[config.mk]
export PLATFORM = sky130hd
export DESIGN_NAME = avalon_cfg_master
export DESIGN_NICKNAME = d
export VERILOG_FILES = /design/src/rtl/avalon_cfg_master_pkg.sv /design/src/rtl/avalon_cfg_master.sv
export SDC_FILE = /design/constraint.sdc
export NUM_CORES = 1
export LEC_CHECK = 0
export BUFFER_PORTS_ARGS = -buffer_cell sky130_fd_sc_hd__buf_2
export CORE_ASPECT_RATIO = 0.9
export CORE_UTILIZATION = 50
export DETAILED_ROUTE_END_ITERATION = 8
export GPL_TIMING_DRIVEN = 1
export PLACE_DENSITY = 0.76
export REMOVE_ABC_BUFFERS = 1
export SLEW_MARGIN = 20
export SYNTH_ARGS = -nofsm -noshare
export SYNTH_HDL_FRONTEND = slang
export SYNTH_SLANG_ARGS = --single-unit
[constraint.sdc]
create_clock -name clk -period 2.2 [get_ports clk]
set_clock_uncertainty 0.15 [all_clocks]
set_input_delay 0.11 -clock clk [delete_from_list [all_inputs] [get_ports clk]]
set_output_delay 0.11 -clock clk [all_outputs]
set_load 0.05 [all_outputs]
[src/rtl/avalon_cfg_master_pkg.sv]
// Shared definitions for the packet-generator control-slave initiator:
// register map, FSM state encoding and the captured-command record.
package avalon_cfg_master_pkg;

  localparam logic [2:0] REG_NUMPKTS   = 3'd0;
  localparam logic [2:0] REG_START     = 3'd1;
  localparam logic [2:0] REG_STOP      = 3'd2;
  localparam logic [2:0] REG_PKTLENGTH = 3'd3;
  localparam logic [2:0] REG_PAYLOAD   = 3'd4;
  localparam logic [2:0] REG_VERSION   = 3'd5;
  localparam logic [2:0] REG_SCRATCH   = 3'd6;
  localparam logic [2:0] REG_RES       = 3'd7;

  localparam logic [7:0] VERSION_VALUE = 8'h12;

  localparam int STALL_W = 8;
  localparam int LAT_W   = 3;

  typedef enum logic [1:0] {
    IDLE   = 2'd0,
    REQ    = 2'd1,
    RDWAIT = 2'd2,
    RSP    = 2'd3
  } avm_state_t;

  typedef struct packed {
    logic       write;
    logic [2:0] addr;
    logic [7:0] wdata;
  } avm_cmd_t;

  // Stall counter never wraps, so a stuck slave cannot alias back below TIMEOUT.
  function automatic logic [STALL_W-1:0] sat_inc(input logic [STALL_W-1:0] v);
    return (v == {STALL_W{1'b1}}) ? v : v + 1'b1;
  endfunction

endpackage

[src/rtl/avalon_cfg_master.sv]
// Command-port to Avalon-MM initiator: one bus transfer per command, one
// response pulse per transfer, with waitrequest stall timeout.
module avalon_cfg_master
  import avalon_cfg_master_pkg::*;
#(
  parameter int ADDR_W       = 3,
  parameter int DATA_W       = 8,
  parameter int READ_LATENCY = 1,
  parameter int TIMEOUT      = 255
) (
  input  logic              clk,
  input  logic              reset,
  input  logic              cmd_valid,
  output logic              cmd_ready,
  input  logic              cmd_write,
  input  logic [ADDR_W-1:0] cmd_addr,
  input  logic [DATA_W-1:0] cmd_wdata,
  output logic              rsp_valid,
  output logic [DATA_W-1:0] rsp_rdata,
  output logic              rsp_timeout,
  output logic [ADDR_W-1:0] avm_address,
  output logic              avm_read,
  output logic              avm_write,
  output logic [DATA_W-1:0] avm_writedata,
  input  logic              avm_waitrequest,
  input  logic [DATA_W-1:0] avm_readdata
);

  localparam logic [LAT_W-1:0]   LAT_LOAD    = LAT_W'(READ_LATENCY - 1);
  localparam logic [STALL_W-1:0] TIMEOUT_CNT = STALL_W'(TIMEOUT);
  localparam bit                 TIMEOUT_EN  = (TIMEOUT != 0);

  avm_state_t          state_q, state_d;
  logic                cmd_write_q, cmd_write_d;
  logic [STALL_W-1:0]  stall_cnt_q, stall_cnt_d;
  logic [STALL_W-1:0]  stall_inc;
  logic [LAT_W-1:0]    lat_cnt_q, lat_cnt_d;
  logic                timeout_q, timeout_d;
  logic                cmd_ready_q, cmd_ready_d;
  logic                rsp_valid_q, rsp_valid_d;
  logic [DATA_W-1:0]   rsp_rdata_q, rsp_rdata_d;
  logic                rsp_timeout_q, rsp_timeout_d;
  logic [ADDR_W-1:0]   avm_address_q, avm_address_d;
  logic                avm_read_q, avm_read_d;
  logic                avm_write_q, avm_write_d;
  logic [DATA_W-1:0]   avm_writedata_q, avm_writedata_d;

  assign stall_inc = sat_inc(stall_cnt_q);

  always_comb begin
    state_d         = state_q;
    cmd_write_d     = cmd_write_q;
    stall_cnt_d     = stall_cnt_q;
    lat_cnt_d       = lat_cnt_q;
    timeout_d       = timeout_q;
    cmd_ready_d     = cmd_ready_q;
    rsp_valid_d     = 1'b0;
    rsp_rdata_d     = rsp_rdata_q;
    rsp_timeout_d   = 1'b0;
    avm_address_d   = avm_address_q;
    avm_read_d      = avm_read_q;
    avm_write_d     = avm_write_q;
    avm_writedata_d = avm_writedata_q;

    case (state_q)
      IDLE: begin
        cmd_ready_d = 1'b1;
        if (cmd_valid && cmd_ready_q) begin
          cmd_write_d     = cmd_write;
          avm_address_d   = cmd_addr;
          avm_writedata_d = cmd_write ? cmd_wdata : '0;
          avm_read_d      = ~cmd_write;
          avm_write_d     = cmd_write;
          stall_cnt_d     = '0;
          timeout_d       = 1'b0;
          rsp_rdata_d     = '0;
          cmd_ready_d     = 1'b0;
          state_d         = REQ;
        end
      end

      REQ: begin
        if (!avm_waitrequest) begin
          avm_read_d  = 1'b0;
          avm_write_d = 1'b0;
          if (cmd_write_q) begin
            state_d = RSP;
          end else begin
            lat_cnt_d = LAT_LOAD;
            state_d   = RDWAIT;
          end
        end else begin
          stall_cnt_d = stall_inc;
          if (TIMEOUT_EN && (stall_inc == TIMEOUT_CNT)) begin
            avm_read_d  = 1'b0;
            avm_write_d = 1'b0;
            timeout_d   = 1'b1;
            state_d     = RSP;
          end
        end
      end

      RDWAIT: begin
        if (lat_cnt_q != '0) begin
          lat_cnt_d = lat_cnt_q - 1'b1;
        end else begin
          rsp_rdata_d = avm_readdata;
          state_d     = RSP;
        end
      end

      RSP: begin
        // Response pulse and readiness come up on the same edge, so a new
        // command can be accepted while the response is on the port.
        rsp_valid_d   = 1'b1;
        rsp_timeout_d = timeout_q;
        cmd_ready_d   = 1'b1;
        state_d       = IDLE;
      end

      default: begin
        state_d = IDLE;
      end
    endcase
  end

  always_ff @(posedge clk or posedge reset) begin
    if (reset) begin
      state_q         <= IDLE;
      cmd_write_q     <= 1'b0;
      stall_cnt_q     <= '0;
      lat_cnt_q       <= '0;
      timeout_q       <= 1'b0;
      cmd_ready_q     <= 1'b0;
      rsp_valid_q     <= 1'b0;
      rsp_rdata_q     <= '0;
      rsp_timeout_q   <= 1'b0;
      avm_address_q   <= '0;
      avm_read_q      <= 1'b0;
      avm_write_q     <= 1'b0;
      avm_writedata_q <= '0;
    end else begin
      state_q         <= state_d;
      cmd_write_q     <= cmd_write_d;
      stall_cnt_q     <= stall_cnt_d;
      lat_cnt_q       <= lat_cnt_d;
      timeout_q       <= timeout_d;
      cmd_ready_q     <= cmd_ready_d;
      rsp_valid_q     <= rsp_valid_d;
      rsp_rdata_q     <= rsp_rdata_d;
      rsp_timeout_q   <= rsp_timeout_d;
      avm_address_q   <= avm_address_d;
      avm_read_q      <= avm_read_d;
      avm_write_q     <= avm_write_d;
      avm_writedata_q <= avm_writedata_d;
    end
  end

  assign cmd_ready     = cmd_ready_q;
  assign rsp_valid     = rsp_valid_q;
  assign rsp_rdata     = rsp_rdata_q;
  assign rsp_timeout   = rsp_timeout_q;
  assign avm_address   = avm_address_q;
  assign avm_read      = avm_read_q;
  assign avm_write     = avm_write_q;
  assign avm_writedata = avm_writedata_q;

endmodule

; ---- After elaboration in Yosys (flattened, before gate mapping)
; Index checks and enable logic that the tools add are counted.
[totals]
regBits = 39
inputBits = 24
out_inout_bits = 24
wordCells = 74
[op_classes]
addsub = 2
eq_ne = 13
n_mux = 31
bitwise = 1
n_reduce_logical = 14
[ops]
columns = op, n
row1 = $mux W8, 5
row2 = $pmux W8 S2, 2
row3 = $eq A8 B8 Y1 const B, 2
row4 = $ne A2 B2 Y1 const B, 7
row5 = $reduce_and A3 Y1, 4
row6 = $mux W1, 11
row7 = $mux W3, 3
row8 = $add A8 B1 Y8 const B, 1
row9 = $mux W2, 4
row10 = $pmux W1 S2, 4
row11 = $pmux W2 S4, 1
row12 = $reduce_and A4 Y1, 2
row13 = $reduce_bool A2 Y1, 4
row14 = $pmux W3 S2, 1
row15 = $eq A2 B2 Y1 const B, 2
row16 = $ne A3 B3 Y1 const B, 1
row17 = $reduce_bool A3 Y1, 1
row18 = $sub A3 B1 Y3 const B, 1
row19 = $eq A2 B1 Y1 const B, 1
row20 = $logic_not A2 Y1, 1
row21 = $reduce_and A2 Y1, 1
row22 = $logic_and A1 B1 Y1, 1
row23 = $not A1 Y1, 1

; ---- Depth between registers and ports, before layout
; Gate-level depths: netlist of the first run.
[depth]
depth_word = 6
depth_mapped = 8
ltp_nobuf = 7

; ---- Least setup slack after synthesis of the first run
; OpenSTA, ideal clock, no wires.
[synth_timing]
kind = reg2reg
startpoint = register state_q[0]
endpoint = register rsp_rdata_q[0] (netlist: rsp_rdata[0])
setup_time_ns = 0.121
arrival_time_ns = 1.627
required_time_ns = 1.929
slack_ns = 0.302
path_stages_with_launch = 8
n_path_buf = 1
period_less_slack_ns = 1.898
path_cell_list = dfrtp_1 inv_1 ha_1 a21boi_4 a21oi_4 and2_1 clkbuf_1 a22o_1
[synth_between]
elab_chain_cells = 3
word_cells_on_any_way = 7
cone_classes = 3 x eq/ne / 1 x mux / 3 x reduce/logical
[synth_lines]
columns = element, line
row1 = from (decl), avalon_cfg_master.sv:33  ; avm_state_t state_q, state_d;
row2 = from (signal assigned), avalon_cfg_master.sv:143  ; state_q <= state_d;
row3 = $eq A2 B2 Y1 / $logic_not A2 Y1 (equally long branches), avalon_cfg_master.sv:65  ; case (state_q)
row4 = $ne A2 B2 Y1 (no source line) / $reduce_bool A2 Y1 (equally long branches), n/a
row5 = $reduce_and A3 Y1 (no source line), n/a
row6 = to (signal assigned), avalon_cfg_master.sv:150  ; rsp_rdata_q <= rsp_rdata_d;
row7 = to (decl), avalon_cfg_master.sv:41  ; logic [DATA_W-1:0] rsp_rdata_q, rsp_rdata_d;
; Several ways; a longest one is shown, not always the timed one.
; A chain may end at the register's enable or synchronous reset.

; ---- Worst setup path in the final report of the first run
[layout_timing]
startpoint = register stall_cnt_q[1]
endpoint = register timeout_q
[layout_between]
elab_chain_cells = 5
word_cells_on_any_way = 6
cone_classes = 1 x add/sub / 3 x eq/ne / 1 x mux / 1 x reduce/logical
[layout_lines]
columns = element, line
row1 = from (decl), avalon_cfg_master.sv:35  ; logic [STALL_W-1:0] stall_cnt_q, stall_cnt_d;
row2 = from (signal assigned), avalon_cfg_master.sv:145  ; stall_cnt_q <= stall_cnt_d;
row3 = $add A8 B1 Y8 / $eq A8 B8 Y1 (equally long branches), avalon_cfg_master_pkg.sv:34  ; return (v == {STALL_W{1'b1}}) ? v : v + 1'b1;
row4 = $mux W8 *, avalon_cfg_master_pkg.sv:34
row5 = $eq A8 B8 Y1 *, avalon_cfg_master.sv:94  ; if (TIMEOUT_EN && (stall_inc == TIMEOUT_CNT)) begin
row6 = $ne A2 B2 Y1 (no source line) *, n/a
row7 = $reduce_and A4 Y1 (no source line) *, n/a
row8 = to (signal assigned), avalon_cfg_master.sv:147  ; timeout_q <= timeout_d;
row9 = to (decl), avalon_cfg_master.sv:38  ; logic timeout_q, timeout_d;
; Every way passes the cells marked *; elsewhere a longest branch is shown, timed or not.

==> flow_summary.yaml, run 1 <==
outcome:
  status: "finished with violations"
  violations: "design-rule violations"
cts:
  clk_latency_ns: 0.29
  clockBufferDepth: 2
  htreeDepth: 2
  clock-sinks: 39
  cts_root_buf: "clkbuf_8"
  numCtsBuffers: 5
  cts_tree: "built"
  post_cts_buffers: 0
  clk_pin_slew_ns: 0.08
critical_path:
  slowest_delay_ns: 0.47
  worstSetupPathType: "reg -> reg"
  critPathSlowestCell: "dfrtp_1"
  startpoint_type: "flop"
  cp-end-kind: "flop"
  critPathRequiredTime_ns: 2.23
  crit_chain: "ha_1, and3_1, mux2i_1, a31oi_1, and3b_1, o22a_1"
  path_max_fanout: 8
  crit_arrival_ns: 2.12
placement:
  port_buffers: 47
  place_congestion: 0.901
  place_area_sq_um: 2380
  place_hpwl_um: 3040
global_routing:
  antenna_found_initial: 0
  grt_max_degree: 40
  grt_pass1_vias: 1727
  grt_pass1_wl_um: 8200
  grt_overflow: 0
  track_usage_pct: 24.1
drt:
  route.met3.wl_um: 394
  drtPass1Iterations: 7
  drc: 15
  via_per_inst: 5.71
  antenna_left: 0
  wl_met1_um: 2290
  top_layer_used: "met4"
  wl_met2_um: 2410
  drtIter0Drc: 202
  vias: 1889
  wl_um: 5140
  routedWlPerCell_um: 15.5
timing:
  holdWs_ns: 0.0187
  hold_viol: 0
  finalSetupViolCount: 0
  timing.final.crit_share_pct: 94.8
  rsz0062_at_grt: "false"
  fin_tns_setup_ns: 0
  maxSlewViolCount: 0
  slew_headroom_pct: 60.8
  fmax_ghz: 0.479
  timing.final.crit_period_ns: 2.09
  tightestPinTransition_ns: 0.584
pwr:
  pwr-share-comb_pct: 54.2
  seq_power_share_pct: 31.6
  p_sw_uw: 1700
  finalPower_uw: 3430
  peakVddDrop_mv: 0.550
  intPower_uw: 1730
  power.leakage_uw: 0.00127
  power_density_nw_per_um2: 1270
  pwr-share-clk_pct: 14.2
  swShare_pct: 49.5
floorplan:
  ios: 48
  die-area_sq_um: 4490
  die_x_um: 70.5
  dieHeight_um: 63.7
  placementRows: 22
  initial_utilization_pct: 51.9
  core_area_sq_um: 4070
logic_synthesis:
  yosysWarnings: 0
  seq_area_frac_synth_pct: 46.2
  synth_seq_cells: 39
  ys_types: 48
  synth_area_per_cell_sq_um: 10.2
  synthCells: 208
  synth_area_sq_um: 2110
final_layout:
  area.growth.synth_to_final_pct: 27.5
  fin_area_sq_um: 2690
  num-fill-cells: 313
  final_nets: 313
  diodes: 0
  drive_gt1_share_pct: 27.2
job:
  drv_cap: 0
min_path:
  hp-class: "in -> reg"
==> cell type report <==
cell class                 instances  area [sq um]  share of cell area, %
timing repair buffer              78           523                   19.4
clock buffer                       5          68.8                   2.55
tap                               48          60.1                   2.23
sequential                        39           976                   36.2
multi-input combinational        146          1000                   37.2
clock inverter                     3          20.0                  0.743
inverter                          12          45.0                   1.67
==> placed cells by master (no fill, tap or decap), drive strengths merged, types with 4 or more instances in the layout <==
| cell type | count |
|---|---|
| buf | 56 |
| dfrtp | 39 |
| nand2 | 25 |
| dlygate4sd3 | 22 |
| o21ai | 18 |
| inv | 12 |
| a22o | 11 |
| a21oi | 11 |
| nand3 | 9 |
| nor2 | 9 |
| ha | 7 |
| clkbuf | 5 |
| o31ai | 5 |
| nand2b | 4 |
==> critical path, delay by kind of cell, from the launching register on <==
family                   cells  cell delay [ns]
adder cells (fa/ha/maj)      1             0.34
AND/OR/NAND/NOR              2             0.53
AO/OA/AOI/OAI                2             0.37
flip-flops                   1             0.47
multiplexers                 1             0.11
==> flip-flops by register name (all words and copies together) (netlist names) <==
register	flops
avm_writedata	8
rsp_rdata	8
stall_cnt_q	8
avm_address	3
lat_cnt_q	3
state_q	2
avm_read	1
avm_write	1
cmd_ready	1
cmd_write_q	1
rsp_timeout	1
rsp_valid	1
timeout_q	1
==> metal layers <==
layer	vias up	track usage [%]
met3	4	6.88
met2	103	39.4
li1	901	-
met1	881	31.7
met5	-	0
met4	0	5.50
==> cell families (layout without fill, tap and decap cells) <==
kind of cell,after synthesis,after routing,synth area share [%]
AO/OA/AOI/OAI,66,66,23.2
adder cells (fa/ha/maj),7,7,4.14
buffers and inverters,23,98,6.57
flip-flops,39,39,46.2
multiplexers,6,6,3.02
AND/OR/NAND/NOR,67,67,16.9
==> Yosys cell counts (all sizes together) <==
library cell,count,area (sq um)
o21ai,18,90.1
and2,3,21.3
and3,1,6.26
ha,7,87.6
o311a,1,10.0
and4,2,17.5
o31ai,5,42.5
o22a,1,8.76
or2b,2,15.0
dfrtp,39,976
o2111ai,2,17.5
nand2b,4,25.0
nor3b,1,12.5
and4b,1,10.0
mux2,3,33.8
clkbuf,4,15.0
and3b,2,17.5
a221o,1,10.0
nor2b,2,12.5
o22ai,1,6.26
buf,7,78.8
nor2,9,33.8
a31oi,3,18.8
a22oi,1,7.51
a21oi,11,70.1
nand3,9,45.0
a211oi,2,20.0
a22o,11,96.3
nand4,3,18.8
o32ai,2,17.5
o211ai,1,12.5
a21boi,2,26.3
a41oi,2,17.5
or2,1,6.26
nor4bb,1,10.0
mux2i,3,30.0
nand2,25,93.8
o21a,1,7.51
nor4,1,12.5
inv,12,45.0
a32o,1,10.0
==> power groups by stage <==
stage | Sequential (uW) | Combinational [uW] | Clock (uW)
global route | 1110 | 1980 | 539
global placement | 1080 | 1760 | 0
CTS | 1070 | 1810 | 491
finish | 1080 | 1860 | 487
floorplan | 1690 | 700 | 0
detailed placement | 1080 | 1770 | 0
==> final timing paths <==
check                                  from                to  depth (start not counted)  slack, ns
setup / recovery             stall_cnt_q[1]         timeout_q                          6       0.11
hold / removal                    cmd_write  avm_writedata[3]                          3       0.02
setup reg to reg             stall_cnt_q[1]         timeout_q                          6       0.11
hold reg to reg            avm_writedata[1]  avm_writedata[1]                          2       0.34
max in group asynchronous             reset       cmd_write_q                          4       1.19
min in group asynchronous             reset    avm_address[2]                          4       0.36
==> metrics by stage <==
| stage | util (%) | setup slack [ns] | cells |
|---|---|---|---|
| detailed placement | 58.5 | 0.165 | 301 |
| global placement | 58.5 | 0.188 | 301 |
| floorplan | - | 0.267 | 197 |
| finish | 66.1 | 0.114 | 331 |
| global route | 66.1 | 0.0189 | 331 |
| CTS | 66.1 | 0.141 | 331 |
==> what timing repair did <==
item	4_1_cts	5_1_grt
hold endpoints to repair	60	0
endpoints found under the setup margin	0	3
gates resized for setup	0	1
hold buffers	22	0
Power figures use the tool's default switching activity.
==> run 2: changes to the inputs <==
--- a/config.mk
+++ b/config.mk
@@ -8,6 +8,7 @@
 export BUFFER_PORTS_ARGS = -buffer_cell sky130_fd_sc_hd__buf_2
 export CORE_ASPECT_RATIO = 0.9
 export CORE_UTILIZATION = 50
+export CTS_CLUSTER_DIAMETER = 30
 export DETAILED_ROUTE_END_ITERATION = 8
 export GPL_TIMING_DRIVEN = 1
 export PLACE_DENSITY = 0.76
==> constraint.sdc (replaced) <==
create_clock -name clk -period 2.2 [get_ports clk]
set_clock_uncertainty 0.15 [all_clocks]
set_input_delay 0.44 -clock clk [delete_from_list [all_inputs] [get_ports clk]]
set_output_delay 0.44 -clock clk [all_outputs]
set_load 0.05 [all_outputs]
==> flow_summary.yaml, run 2 (synthesis results as in run 1) <==
outcome:
  status: "finished with violations"
  violations: "design-rule violations"
critical_path:
  slowest_delay_ns: 0.46
  critPathSlowestCell: "dfrtp_1"
  startpoint_type: "flop"
  path_max_fanout: 8
  critPathRequiredTime_ns: 2.23
  cp-end-kind: "flop"
  crit_chain: "ha_1, and3_1, mux2i_1, a31oi_1, and3b_1, o22a_1"
  worstSetupPathType: "reg -> reg"
  crit_family: "simple AND/OR/NAND/NOR gates"
  cp.buffers_inverters: 0
  crit_arrival_ns: 2.11
pwr:
  peakVddDrop_mv: 0.460
  power_density_nw_per_um2: 1350
  power.leakage_uw: 0.00118
floorplan:
  initial_utilization_pct: 51.9
  die_x_um: 70.5
  die-area_sq_um: 4490
  placementRows: 22
  core_area_sq_um: 4070
  ios: 48
  dieHeight_um: 63.7
timing:
  timing.final.crit_period_ns: 2.08
  finalSetupViolCount: 0
  tightestPinTransition_ns: 0.559
  timing.final.crit_share_pct: 94.7
  fmax_ghz: 0.480
  slew_headroom_pct: 62.5
  fin_tns_setup_ns: 0
  maxSlewViolCount: 0
  hold_viol: 0
  holdWs_ns: 0.0970
  rsz0062_at_grt: "false"
cts:
  numCtsBuffers: 5
  clockBufferDepth: 2
  cts_tree: "built"
  clk_latency_ns: 0.29
  htreeDepth: 2
  cts_resized: 0
  clock-sinks: 39
  cts_hold_buf: 0
  clk_pin_slew_ns: 0.09
  cts_root_buf: "clkbuf_8"
  post_cts_buffers: 0
drt:
  antenna_left: 0
  routedWlPerCell_um: 13.7
  drc: 14
  vias: 1744
  wl_um: 4240
  via_per_inst: 5.64
  drtIter0Drc: 149
  drtPass1Iterations: 7
final_layout:
  mostFrequentLayoutCell: "buf_2"
  multi_input_area_sq_um: 998
  regArea_sq_um: 976
  area.growth.synth_to_final_pct: 16.9
  drive_gt1_share_pct: 29.1
  num-fill-cells: 351
  diodes: 0
  layout_common_cells: "buf_2, dfrtp_1, nand2_1"
  final_nets: 291
job:
  drv_cap: 0
global_routing:
  track_usage_pct: 20.7
  grt_max_degree: 40
  antenna_found_initial: 0
  grt_pass1_vias: 1566
  grt_overflow: 0
  grt_pass1_wl_um: 7160
placement:
  port_buffers: 47
  place_hpwl_um: 3040
  place_congestion: 0.901
min_path:
  hp-class: "in -> async"
## run 2: cell count changes in the layout (fill, tap and decap cells not counted), sizes merged
cell,delta
dlygate4sd3,-22
## run 2: worst paths after layout
check                                 start               end  slack (ns)  depth (start not counted)
setup / recovery             stall_cnt_q[1]         timeout_q        0.12                          6
hold / removal                        reset    avm_address[2]         0.1                          3
setup reg to reg             stall_cnt_q[1]         timeout_q        0.12                          6
min in group clk            avm_readdata[1]      rsp_rdata[1]        0.23                          2
hold reg to reg            avm_writedata[2]  avm_writedata[2]        0.33                          2
max in group asynchronous             reset      lat_cnt_q[0]        1.46                          3
## run 2: area by class of cell
| type | instances | share of cell area, % |
|---|---|---|
| sequential | 39 | 39.5 |
| clock inverter | 3 | 0.810 |
| tap | 48 | 2.43 |
| inverter | 12 | 1.82 |
| multi-input combinational | 146 | 40.4 |
| clock buffer | 5 | 2.78 |
| timing repair buffer | 56 | 12.3 |
## run 2: metal layers
metal	wire length [um]	share of wire [%]	GRT usage, %
met2	1800	43	30.6
met3	274	6.5	6.72
met5	0	0	0
met4	22	0.52	4.50
met1	2140	50	29.7
## run 2: metrics by stage
step | total power, uW | area [sq um] | utilization (%) | setup slack [ns] | instances
after global placement | 2830 | 2380 | 58.5 | 0.188 | 301
after detailed placement | 2860 | 2380 | 58.5 | 0.165 | 301
final | 3330 | 2470 | 60.7 | 0.116 | 309
after global routing | 3550 | 2470 | 60.7 | 0.00960 | 309
after CTS | 3340 | 2470 | 60.7 | 0.141 | 309
after floorplan | 2390 | 2020 | - | 0.267 | 197
## run 2: power by group
part	switching (uW)	internal [uW]	total [uW]
clock	258	221	479
combinational	1240	544	1780
sequential	136	936	1070
total	1630	1700	3330
## run 2: worst reg2reg max path, cell delays in order (launching register included)
cell and delay, ns:
dfrtp_1 0.46, ha_1 0.34, and3_1 0.33, mux2i_1 0.11, a31oi_1 0.20, and3b_1 0.19, o22a_1 0.17
